File: src/rtl/spi_flash_responder.sv
// -----------------------------------------------------------------------------
// spi_flash_responder
//
// Purpose:
//    SPI target that stands in for a Winbond-style serial flash so the flash
//    paging logic and boot code can run against an image held in a local
//    BRAM/ROM. It answers three commands:
//       0x03  Read Data        - 24-bit address, then image bytes forever
//       0x05  Read Status-1    - STATUS_VALUE repeated
//       0x9F  JEDEC ID         - three ID bytes, then 0xFF forever
//    Any other opcode is ignored until chip select is released.
//
// Ports:
//    clk          system clock
//    reset        synchronous, active-high reset
//    spi_cs       chip select from the initiator, active low
//    spi_clk      SPI clock from the initiator, idle low (mode 0)
//    spi_mosi     serial data from the initiator
//    spi_miso     serial data to the initiator
//    mem_address  byte address into the image memory
//    mem_data     image byte, valid one clk after mem_address changes
//    active       high while a selected transaction is being handled
// -----------------------------------------------------------------------------
module spi_flash_responder #(
   parameter logic [23:0] JEDEC_ID     = 24'hEF4018,
   parameter logic [7:0]  STATUS_VALUE = 8'h00,
   parameter int          SYNC_STAGES  = 2
) (
   input  logic        clk,
   input  logic        reset,
   input  logic        spi_cs,
   input  logic        spi_clk,
   input  logic        spi_mosi,
   output logic        spi_miso,
   output logic [23:0] mem_address,
   input  logic [7:0]  mem_data,
   output logic        active
);

   typedef enum logic [2:0] {
      ST_IDLE,
      ST_CMD,
      ST_ADDR,
      ST_FETCH,
      ST_DATA,
      ST_IGNORE
   } state_t;

   typedef enum logic [1:0] {
      CMD_READ,
      CMD_STATUS,
      CMD_JEDEC
   } cmd_t;

   // Synchronizer chains for the three asynchronous SPI inputs.
   logic [SYNC_STAGES-1:0] cs_sync_q,   cs_sync_d;
   logic [SYNC_STAGES-1:0] sclk_sync_q, sclk_sync_d;
   logic [SYNC_STAGES-1:0] mosi_sync_q, mosi_sync_d;

   // Previous synchronized levels, used for edge detection.
   logic cs_prev_q,   cs_prev_d;
   logic sclk_prev_q, sclk_prev_d;

   // Transaction state.
   state_t      state_q,      state_d;
   cmd_t        cmd_q,        cmd_d;
   logic [4:0]  bit_cnt_q,    bit_cnt_d;
   logic [23:0] rx_q,         rx_d;
   logic [7:0]  tx_q,         tx_d;
   logic [1:0]  byte_idx_q,   byte_idx_d;
   logic        fetch_wait_q, fetch_wait_d;
   logic [23:0] mem_addr_q,   mem_addr_d;
   logic        miso_q,       miso_d;
   logic        active_q,     active_d;

   logic       cs_s;
   logic       sclk_s;
   logic       mosi_s;
   logic       cs_rise;
   logic       cs_fall;
   logic       sclk_rise;
   logic       sclk_fall;
   logic [7:0] next_byte;

   assign cs_s   = cs_sync_q[SYNC_STAGES-1];
   assign sclk_s = sclk_sync_q[SYNC_STAGES-1];
   assign mosi_s = mosi_sync_q[SYNC_STAGES-1];

   // The cs history resets low, so after a reset a falling edge can only be
   // seen once chip select has first been observed high. This is what makes
   // the target ignore a transaction that was already under way at reset.
   assign cs_rise   = ~cs_prev_q &  cs_s;
   assign cs_fall   =  cs_prev_q & ~cs_s;
   assign sclk_rise = ~sclk_prev_q &  sclk_s;
   assign sclk_fall =  sclk_prev_q & ~sclk_s;

   assign spi_miso    = miso_q;
   assign mem_address = mem_addr_q;
   assign active      = active_q;

   // Shift each raw SPI input one stage further down its synchronizer chain
   // and remember the last synchronized level for edge detection.
   always_comb begin
      cs_sync_d   = {cs_sync_q[SYNC_STAGES-2:0],   spi_cs};
      sclk_sync_d = {sclk_sync_q[SYNC_STAGES-2:0], spi_clk};
      mosi_sync_d = {mosi_sync_q[SYNC_STAGES-2:0], spi_mosi};
      cs_prev_d   = cs_s;
      sclk_prev_d = sclk_s;
   end

   // Next-state and output logic for the command/address/data sequencer.
   // A chip-select release wins over everything else, including an SPI
   // clock edge seen in the same cycle.
   always_comb begin
      state_d      = state_q;
      cmd_d        = cmd_q;
      bit_cnt_d    = bit_cnt_q;
      rx_d         = rx_q;
      tx_d         = tx_q;
      byte_idx_d   = byte_idx_q;
      fetch_wait_d = fetch_wait_q;
      mem_addr_d   = mem_addr_q;
      miso_d       = miso_q;
      active_d     = active_q;
      next_byte    = 8'h00;

      if (cs_rise) begin
         state_d   = ST_IDLE;
         miso_d    = 1'b0;
         active_d  = 1'b0;
         bit_cnt_d = 5'd0;
      end else begin
         unique case (state_q)
            ST_IDLE: begin
               if (cs_fall) begin
                  bit_cnt_d = 5'd0;
                  active_d  = 1'b1;
                  state_d   = ST_CMD;
               end
            end

            ST_CMD: begin
               if (sclk_rise) begin
                  rx_d      = {rx_q[22:0], mosi_s};
                  bit_cnt_d = bit_cnt_q + 5'd1;
                  if (bit_cnt_q == 5'd7) begin
                     bit_cnt_d = 5'd0;
                     unique case (rx_d[7:0])
                        8'h03: begin
                           cmd_d   = CMD_READ;
                           state_d = ST_ADDR;
                        end
                        8'h05: begin
                           cmd_d   = CMD_STATUS;
                           tx_d    = STATUS_VALUE;
                           state_d = ST_DATA;
                        end
                        8'h9F: begin
                           cmd_d      = CMD_JEDEC;
                           tx_d       = JEDEC_ID[23:16];
                           byte_idx_d = 2'd1;
                           state_d    = ST_DATA;
                        end
                        default: begin
                           state_d = ST_IGNORE;
                        end
                     endcase
                  end
               end
            end

            ST_ADDR: begin
               if (sclk_rise) begin
                  rx_d      = {rx_q[22:0], mosi_s};
                  bit_cnt_d = bit_cnt_q + 5'd1;
                  if (bit_cnt_q == 5'd23) begin
                     bit_cnt_d    = 5'd0;
                     mem_addr_d   = rx_d;
                     fetch_wait_d = 1'b0;
                     state_d      = ST_FETCH;
                  end
               end
            end

            // The memory answers one clk after the address moves, so wait a
            // cycle, capture the first byte, then move the address on by one
            // so the following byte is already waiting on mem_data.
            ST_FETCH: begin
               if (!fetch_wait_q) begin
                  fetch_wait_d = 1'b1;
               end else begin
                  tx_d       = mem_data;
                  mem_addr_d = mem_addr_q + 24'd1;
                  state_d    = ST_DATA;
               end
            end

            // bit_cnt counts bits already driven in the current byte; the
            // falling edge after the eighth bit swaps in the next byte and
            // drives its MSB straight away.
            ST_DATA: begin
               if (sclk_fall) begin
                  if (bit_cnt_q == 5'd8) begin
                     unique case (cmd_q)
                        CMD_READ: begin
                           next_byte  = mem_data;
                           mem_addr_d = mem_addr_q + 24'd1;
                        end
                        CMD_STATUS: begin
                           next_byte = STATUS_VALUE;
                        end
                        default: begin
                           unique case (byte_idx_q)
                              2'd1:    next_byte = JEDEC_ID[15:8];
                              2'd2:    next_byte = JEDEC_ID[7:0];
                              default: next_byte = 8'hFF;
                           endcase
                           if (byte_idx_q != 2'd3) begin
                              byte_idx_d = byte_idx_q + 2'd1;
                           end
                        end
                     endcase
                     miso_d    = next_byte[7];
                     tx_d      = {next_byte[6:0], 1'b0};
                     bit_cnt_d = 5'd1;
                  end else begin
                     miso_d    = tx_q[7];
                     tx_d      = {tx_q[6:0], 1'b0};
                     bit_cnt_d = bit_cnt_q + 5'd1;
                  end
               end
            end

            ST_IGNORE: begin
               miso_d = 1'b0;
            end

            default: begin
               state_d = ST_IDLE;
            end
         endcase
      end
   end

   // State register for synchronizers, edge history and the sequencer.
   always_ff @(posedge clk) begin
      if (reset) begin
         cs_sync_q    <= '0;
         sclk_sync_q  <= '0;
         mosi_sync_q  <= '0;
         cs_prev_q    <= 1'b0;
         sclk_prev_q  <= 1'b0;
         state_q      <= ST_IDLE;
         cmd_q        <= CMD_READ;
         bit_cnt_q    <= 5'd0;
         rx_q         <= 24'd0;
         tx_q         <= 8'd0;
         byte_idx_q   <= 2'd0;
         fetch_wait_q <= 1'b0;
         mem_addr_q   <= 24'd0;
         miso_q       <= 1'b0;
         active_q     <= 1'b0;
      end else begin
         cs_sync_q    <= cs_sync_d;
         sclk_sync_q  <= sclk_sync_d;
         mosi_sync_q  <= mosi_sync_d;
         cs_prev_q    <= cs_prev_d;
         sclk_prev_q  <= sclk_prev_d;
         state_q      <= state_d;
         cmd_q        <= cmd_d;
         bit_cnt_q    <= bit_cnt_d;
         rx_q         <= rx_d;
         tx_q         <= tx_d;
         byte_idx_q   <= byte_idx_d;
         fetch_wait_q <= fetch_wait_d;
         mem_addr_q   <= mem_addr_d;
         miso_q       <= miso_d;
         active_q     <= active_d;
      end
   end

endmodule

File: config.mk
export PLATFORM = sky130hd
export DESIGN_NAME = spi_flash_responder
export DESIGN_NICKNAME = d
export VERILOG_FILES = /design/src/rtl/spi_flash_responder.sv
export SDC_FILE = /design/constraint.sdc
export NUM_CORES = 1
export LEC_CHECK = 0
export CAP_MARGIN = 5
export CORE_UTILIZATION = 60
export CTS_BUF_LIST = sky130_fd_sc_hd__clkbuf_16
export CTS_CLUSTER_SIZE = 10
export DETAILED_ROUTE_END_ITERATION = 12
export GPL_ROUTABILITY_DRIVEN = 0
export GPL_TIMING_DRIVEN = 1
export PLACE_DENSITY_LB_ADDON = 0.1
export RECOVER_POWER = 25
export SETUP_SLACK_MARGIN = 0.3
export SYNTH_ARGS = -nofsm -noshare
export SYNTH_HDL_FRONTEND = slang
export SYNTH_SLANG_ARGS = --single-unit
File: constraint.sdc
create_clock -name clk -period 4.7 [get_ports clk]
set_input_delay 0.705 -clock clk [delete_from_list [all_inputs] [get_ports clk]]
set_output_delay 0.705 -clock clk [all_outputs]
set_load 0.02 [all_outputs]
Yosys cells after proc, flatten, opt, wreduce, memory -nomap -nowiden
Cells that the tools add are included.
W data, S select, Z words.
{"block": "word_totals", "elab_cells": 127, "reg_bits": 78}
{"block": "op_classes", "n_eq_ne": 28, "n_reduce_logical": 24, "bitwise": 10, "addsub": 3, "muxes": 47}
{"operator": "$mux W24", "count": 6}
{"operator": "$pmux W24 S3", "count": 1}
{"operator": "$pmux W8 S2", "count": 3}
{"operator": "$mux W8", "count": 5}
{"operator": "$mux W5", "count": 7}
{"operator": "$add A24 B1 Y24 const B", "count": 1}
{"operator": "$ne A2 B2 Y1 const B", "count": 12}
{"operator": "$pmux W8 S3", "count": 1}
{"operator": "$pmux W5 S4", "count": 1}
{"operator": "$mux W3", "count": 6}
{"operator": "$pmux W3 S5", "count": 1}
{"operator": "$mux W2", "count": 7}
{"operator": "$reduce_and A7 Y1", "count": 2}
{"operator": "$reduce_and A5 Y1", "count": 2}
{"operator": "$reduce_or A2 Y1", "count": 5}
{"operator": "$reduce_and A9 Y1", "count": 1}
{"operator": "$reduce_bool A3 Y1", "count": 3}
{"operator": "$eq A8 B2 Y1 const B", "count": 1}
{"operator": "$eq A8 B3 Y1 const B", "count": 1}
{"operator": "$eq A8 B8 Y1 const B", "count": 1}
{"operator": "$reduce_and A8 Y1", "count": 1}
{"operator": "$eq A3 B2 Y1 const B", "count": 2}
{"operator": "$eq A3 B3 Y1 const B", "count": 2}
{"operator": "$not A1 Y1", "count": 6}
{"operator": "other kinds (23)", "count": 34}

Depth between registers and ports, before layout
{"block": "logic_depth", "word_depth": 6, "depth_mapped": 9, "ltp_nobuf": 7}

Worst setup path before layout
Ideal clock, no wire load.
{"block": "synth_timing", "kind": "flip-flop to flip-flop", "from": "register mem_addr_q[0], in the netlist mem_address[0]", "to": "register mem_addr_q[22], in the netlist mem_address[22]", "stages_incl_launch_ff": 7, "t_required_ns": 4.630, "n_path_buf": 0, "period_less_slack_ns": 1.880, "setup_slack_ns": 2.820, "t_arrival_ns": 1.810, "setup_time_ns": 0.070, "path_cell_list": "dfxtp_1 ha_1 nand4_1 nor4_4 nand4b_1 a21o_1 a21oi_1"}
{"block": "synth_via", "elab_chain_len": 5, "word_cells_on_any_way": 6, "classes_between": "add/sub (1); mux (5)"}
{"item": "from (decl)", "line_no": "72", "rtl": "logic [23:0] mem_addr_q, mem_addr_d;"}
{"item": "from (signal assigned)", "line_no": "276", "rtl": "mem_addr_q <= mem_addr_d;"}
{"item": "$add A24 B1 Y24 *", "line_no": "193, 207"}
{"item": "$mux W24", "line_no": "204", "rtl": "unique case (cmd_q)"}
{"item": "$mux W24", "line_no": "203", "rtl": "if (bit_cnt_q == 5'd8) begin"}
{"item": "$mux W24", "line_no": "202", "rtl": "if (sclk_fall) begin"}
{"item": "$pmux W24 S3 *", "line_no": "133", "rtl": "unique case (state_q)"}
Mark *: on every way between the ends. The rest lies on a longest branch, timed or not. The select of a mux whose other input is x is not followed.
A chain may end at the register's enable or synchronous reset.

Final worst setup path
{"block": "layout_timing", "from": "input reset", "to": "register bit_cnt_q[1]"}
{"block": "layout_via", "elab_chain_len": 1}
{"item": "from (decl)", "line_no": "30", "rtl": "input logic reset,"}
{"item": "$reduce_or A2 Y1 (no source line)"}
{"item": "to (signal assigned)", "line_no": "271", "rtl": "bit_cnt_q <= bit_cnt_d;"}
{"item": "to (decl)", "line_no": "67", "rtl": "logic [4:0] bit_cnt_q, bit_cnt_d;"}
Every way passes these cells.

==> out/qor.txt <==
Hold Path Stages: 1
Layout area overhead: 14.86%
synth unique cells: 70
TritonCTS clock tree: yes
Reg-to-Reg End: mem_address[0]$_SDFFE_PP0P_
share of cells above drive strength 1: 7.037%
Slew @ Worst Pin: 2947 ps
final hold vios: 0
ranking of synthesized cells by area: dfxtp_1 (36%), a21oi_1 (5.8%), mux2i_1 (5.8%), nor2_1 (5.2%), nand2_1 (3.2%)
Peak VDD IR: 0.2157 mV
Synth Net Count: 534
initial antenna violation count: 0
Slew headroom: -96.46%
worst-path maximum fanout: 66
commonest non-fill, non-tap cell in the layout: dfxtp_1
Sink Count: 78
Final Non-Filler Cells: 636
final setup skew: 5.406 ps
CP arrival: 3650 ps
# diodes: 0
Yosys reg bits: 78
worst slack at placement: 1882 ps
setup_tns: 0 ps
Reg-to-Reg Start: state_q[2]$_SDFFE_PP0P_
worst path required time: 4930 ps
Placement Rows: 30
Compound-Gate Fraction of Synth Area: 23.60%
Critical Path End Type: register
H-tree lvl count: 3
DRC Markers: 0
Clock transition at path regs: 60 ps
starting DRC count in detailed routing: 435
Power Dens Cells: 298.2 mW/mm²
Initial Util: 62.51%
TritonCTS buffer count: 9
Ys Warns: 0
Crit path depth: 6
largest net degree at the start of global routing: 67
outcome: finished, violations left
largest family of logic cells by synthesized area: simple AND/OR/NAND/NOR gates
most frequent cells in the layout: dfxtp_1 (78), nor2_1 (60), a21oi_1 (50)
Worst Path Buf+Inv: 2
Tot GR Track Use: 29.46%
Hold Path Sink: mosi_sync_q[1]$_SDFF_PP0_
max_cap viols: 1
Port Buffers: 38
type of the worst min-delay path: register to register
Final min period: 3419 ps
sequential area share after synthesis: 36.36%
Clk Tree Root Cell: clkbuf_16
Clock Latency Late Sink: 340 ps
Die Span Y: 86.60 µm
R2R depth: 5
adder-cell share of the synthesized area: 1.748%
final critical-path share of the clock period: 72.75%
Static Leak: 1.650 nW
post-synthesis xor/xnor area fraction: 0.9907%
Ports: 39
Util after Layout: 71.80%
WL per Instance: 16.89 µm
Syn Inst Count: 515
failing checks: max-capacitance violations, max-slew violations
vias in the first global route: 3,380
Post-DRT Antenna Nets: 0
Reg2Reg Setup Slack: 1700 ps
Hold Slack: 437.0 ps
Core Footprint: 0.006869 mm²
cell taking the most area after synthesis: dfxtp_1
clk buf depth: 2
HPWL Detailed: 7135 µm
total congestion overflow: 0
min-delay src: mosi_sync_q[0]$_SDFF_PP0_
EDFF count, synth: 0
setup repair after global routing missed its margin: false
die width: 86.60 µm
die area: 0.007500 mm²
CP max-delay cell: clkbuf_1
fin worst setup slack: 1281 ps
Detailed Routing Iterations Pass 1: 5
Critical Path Start Type: primary input
Mapped Area: 0.004294 mm²
Synth Flop Type: dfxtp_1
crit path launch: reset
crit path cell chain: buf_2 -> clkbuf_1 -> nor2_1 -> o21ai_0 -> nor2_1 -> a22o_1
CP dominant cell by count: nor2_1
postcts setup bufs: 0
first-pass GRT wire length: 17,200 µm
setup violators final: 0
highest clock rate: 292.5 MHz
fraction of registers with async set/reset: 0%
Vias/cell: 6.395
CP delay by family, top: buffers and inverters
top cell type's share of synthesized area: 36.36%
post-cts hold buffer count: 0
Slew Limit Fails: 67
NumNets Final: 554
post-synthesis mux area share: 5.828%
placed cell count: 620
Worst path max stage delay: 2070 ps
drt total wl: 10,740 µm
cts repair resizes: 0
Avg Inst Size Synth: 8.338 µm²
Synth Area in Simple Gates: 26.95%
via count: 4,067
Setup Crit Path Kind: primary input to register
-- registers in the layout, indices dropped and copies added, names as in the netlist, 2 cells and up --
register and count:
bit_cnt_q 5, byte_idx_q 2, cmd_q 2, cs_sync_q 2
mem_address 24, mosi_sync_q 2, rx_q 23, sclk_sync_q 2
state_q 3, tx_q 8
-- final cells by class --
type                            count  area, µm²
Multi-Input combinational cell    398       2525
Tap cell                           96      120.1
Clock buffer                        9      225.2
Sequential cell                    78       1562
Timing Repair Buffer               41      394.1
Clock inverter                      7      80.08
Fill cell                         546       1937
Inverter                            7      26.28
-- synth_stat cells (2+ instances only) --
library cell	instances
a21oi_1	50
a31oi_1	8
nand2_1	37
nand4b_1	6
nor3b_1	5
dfxtp_1	78
xnor2_1	2
ha_1	6
and3_1	9
nand2b_1	6
a211oi_1	5
o211a_1	2
nor2_1	60
a2111oi_0	2
o31ai_1	5
buf_2	11
nor2_2	2
o211ai_1	2
nand3_1	20
mux2i_1	25
nor2b_1	13
buf_4	9
inv_1	6
a222oi_1	4
o21ai_1	26
and2_1	2
nand4_1	10
and3b_1	3
a22oi_1	4
nor4_4	3
nor3_1	8
or3_1	4
nor4b_1	2
or3b_1	2
a21o_1	17
o22ai_1	2
o21ai_0	10
nand3b_1	2
clkbuf_1	11
a22o_1	2
nor4_1	5
-- routing by layer --
layer  share of wire [%]  global-route usage, %  vias to the layer above
met1                  49                  46.44                     1920
met3                 7.3                  6.000                       14
met2                  43                  40.19                      182
met4                 1.0                  7.576                        0
met5                   0                      0                        -
li1                    -                      -                     1951
-- logic make-up (layout without fill, tap and decap cells) --
family,Yosys count,after routing
fa+ha+maj,6,6
simple gates,208,208
xor+xnor,4,4
compound gates,155,155
flops,78,78
buf+inv,39,64
mux,25,25
-- metrics by stage --
step / instance area [µm²] / total power, W
2_1_floorplan: 4294 / 0.0007483
3_3_place_gp: 4644 / 0.0007706
3_5_place_dp: 4644 / 0.0007715
4_1_cts: 4950 / 0.001475
5_1_grt: 4932 / 0.001517
6_report: 4932 / 0.001471
-- how the worst max path moves through the flow --
stage / endpoint / slack (ps)
3_5_place_dp: mem_address[0]$_SDFFE_PP0P_ / 1880
5_1_grt: bit_cnt_q[1]$_SDFFE_PP0P_ / 980
3_3_place_gp: mem_address[9]$_SDFFE_PP0P_ / 1990
4_1_cts: mem_address[0]$_SDFFE_PP0P_ / 1800
2_1_floorplan: mem_address[22]$_SDFFE_PP0P_ / 2820
6_report: bit_cnt_q[1]$_SDFFE_PP0P_ / 1280
-- where the power goes --
| part | leakage [nW] | switching, W | internal [W] |
|---|---|---|---|
| Clock | 0.143 | 0.000296 | 0.000418 |
| Combinational | 0.878 | 0.0000490 | 0.0000308 |
| Sequential | 0.630 | 0.00000969 | 0.000667 |
| Total | 1.65 | 0.000355 | 0.00112 |
Note: power is estimated with default switching activity, not from simulation.
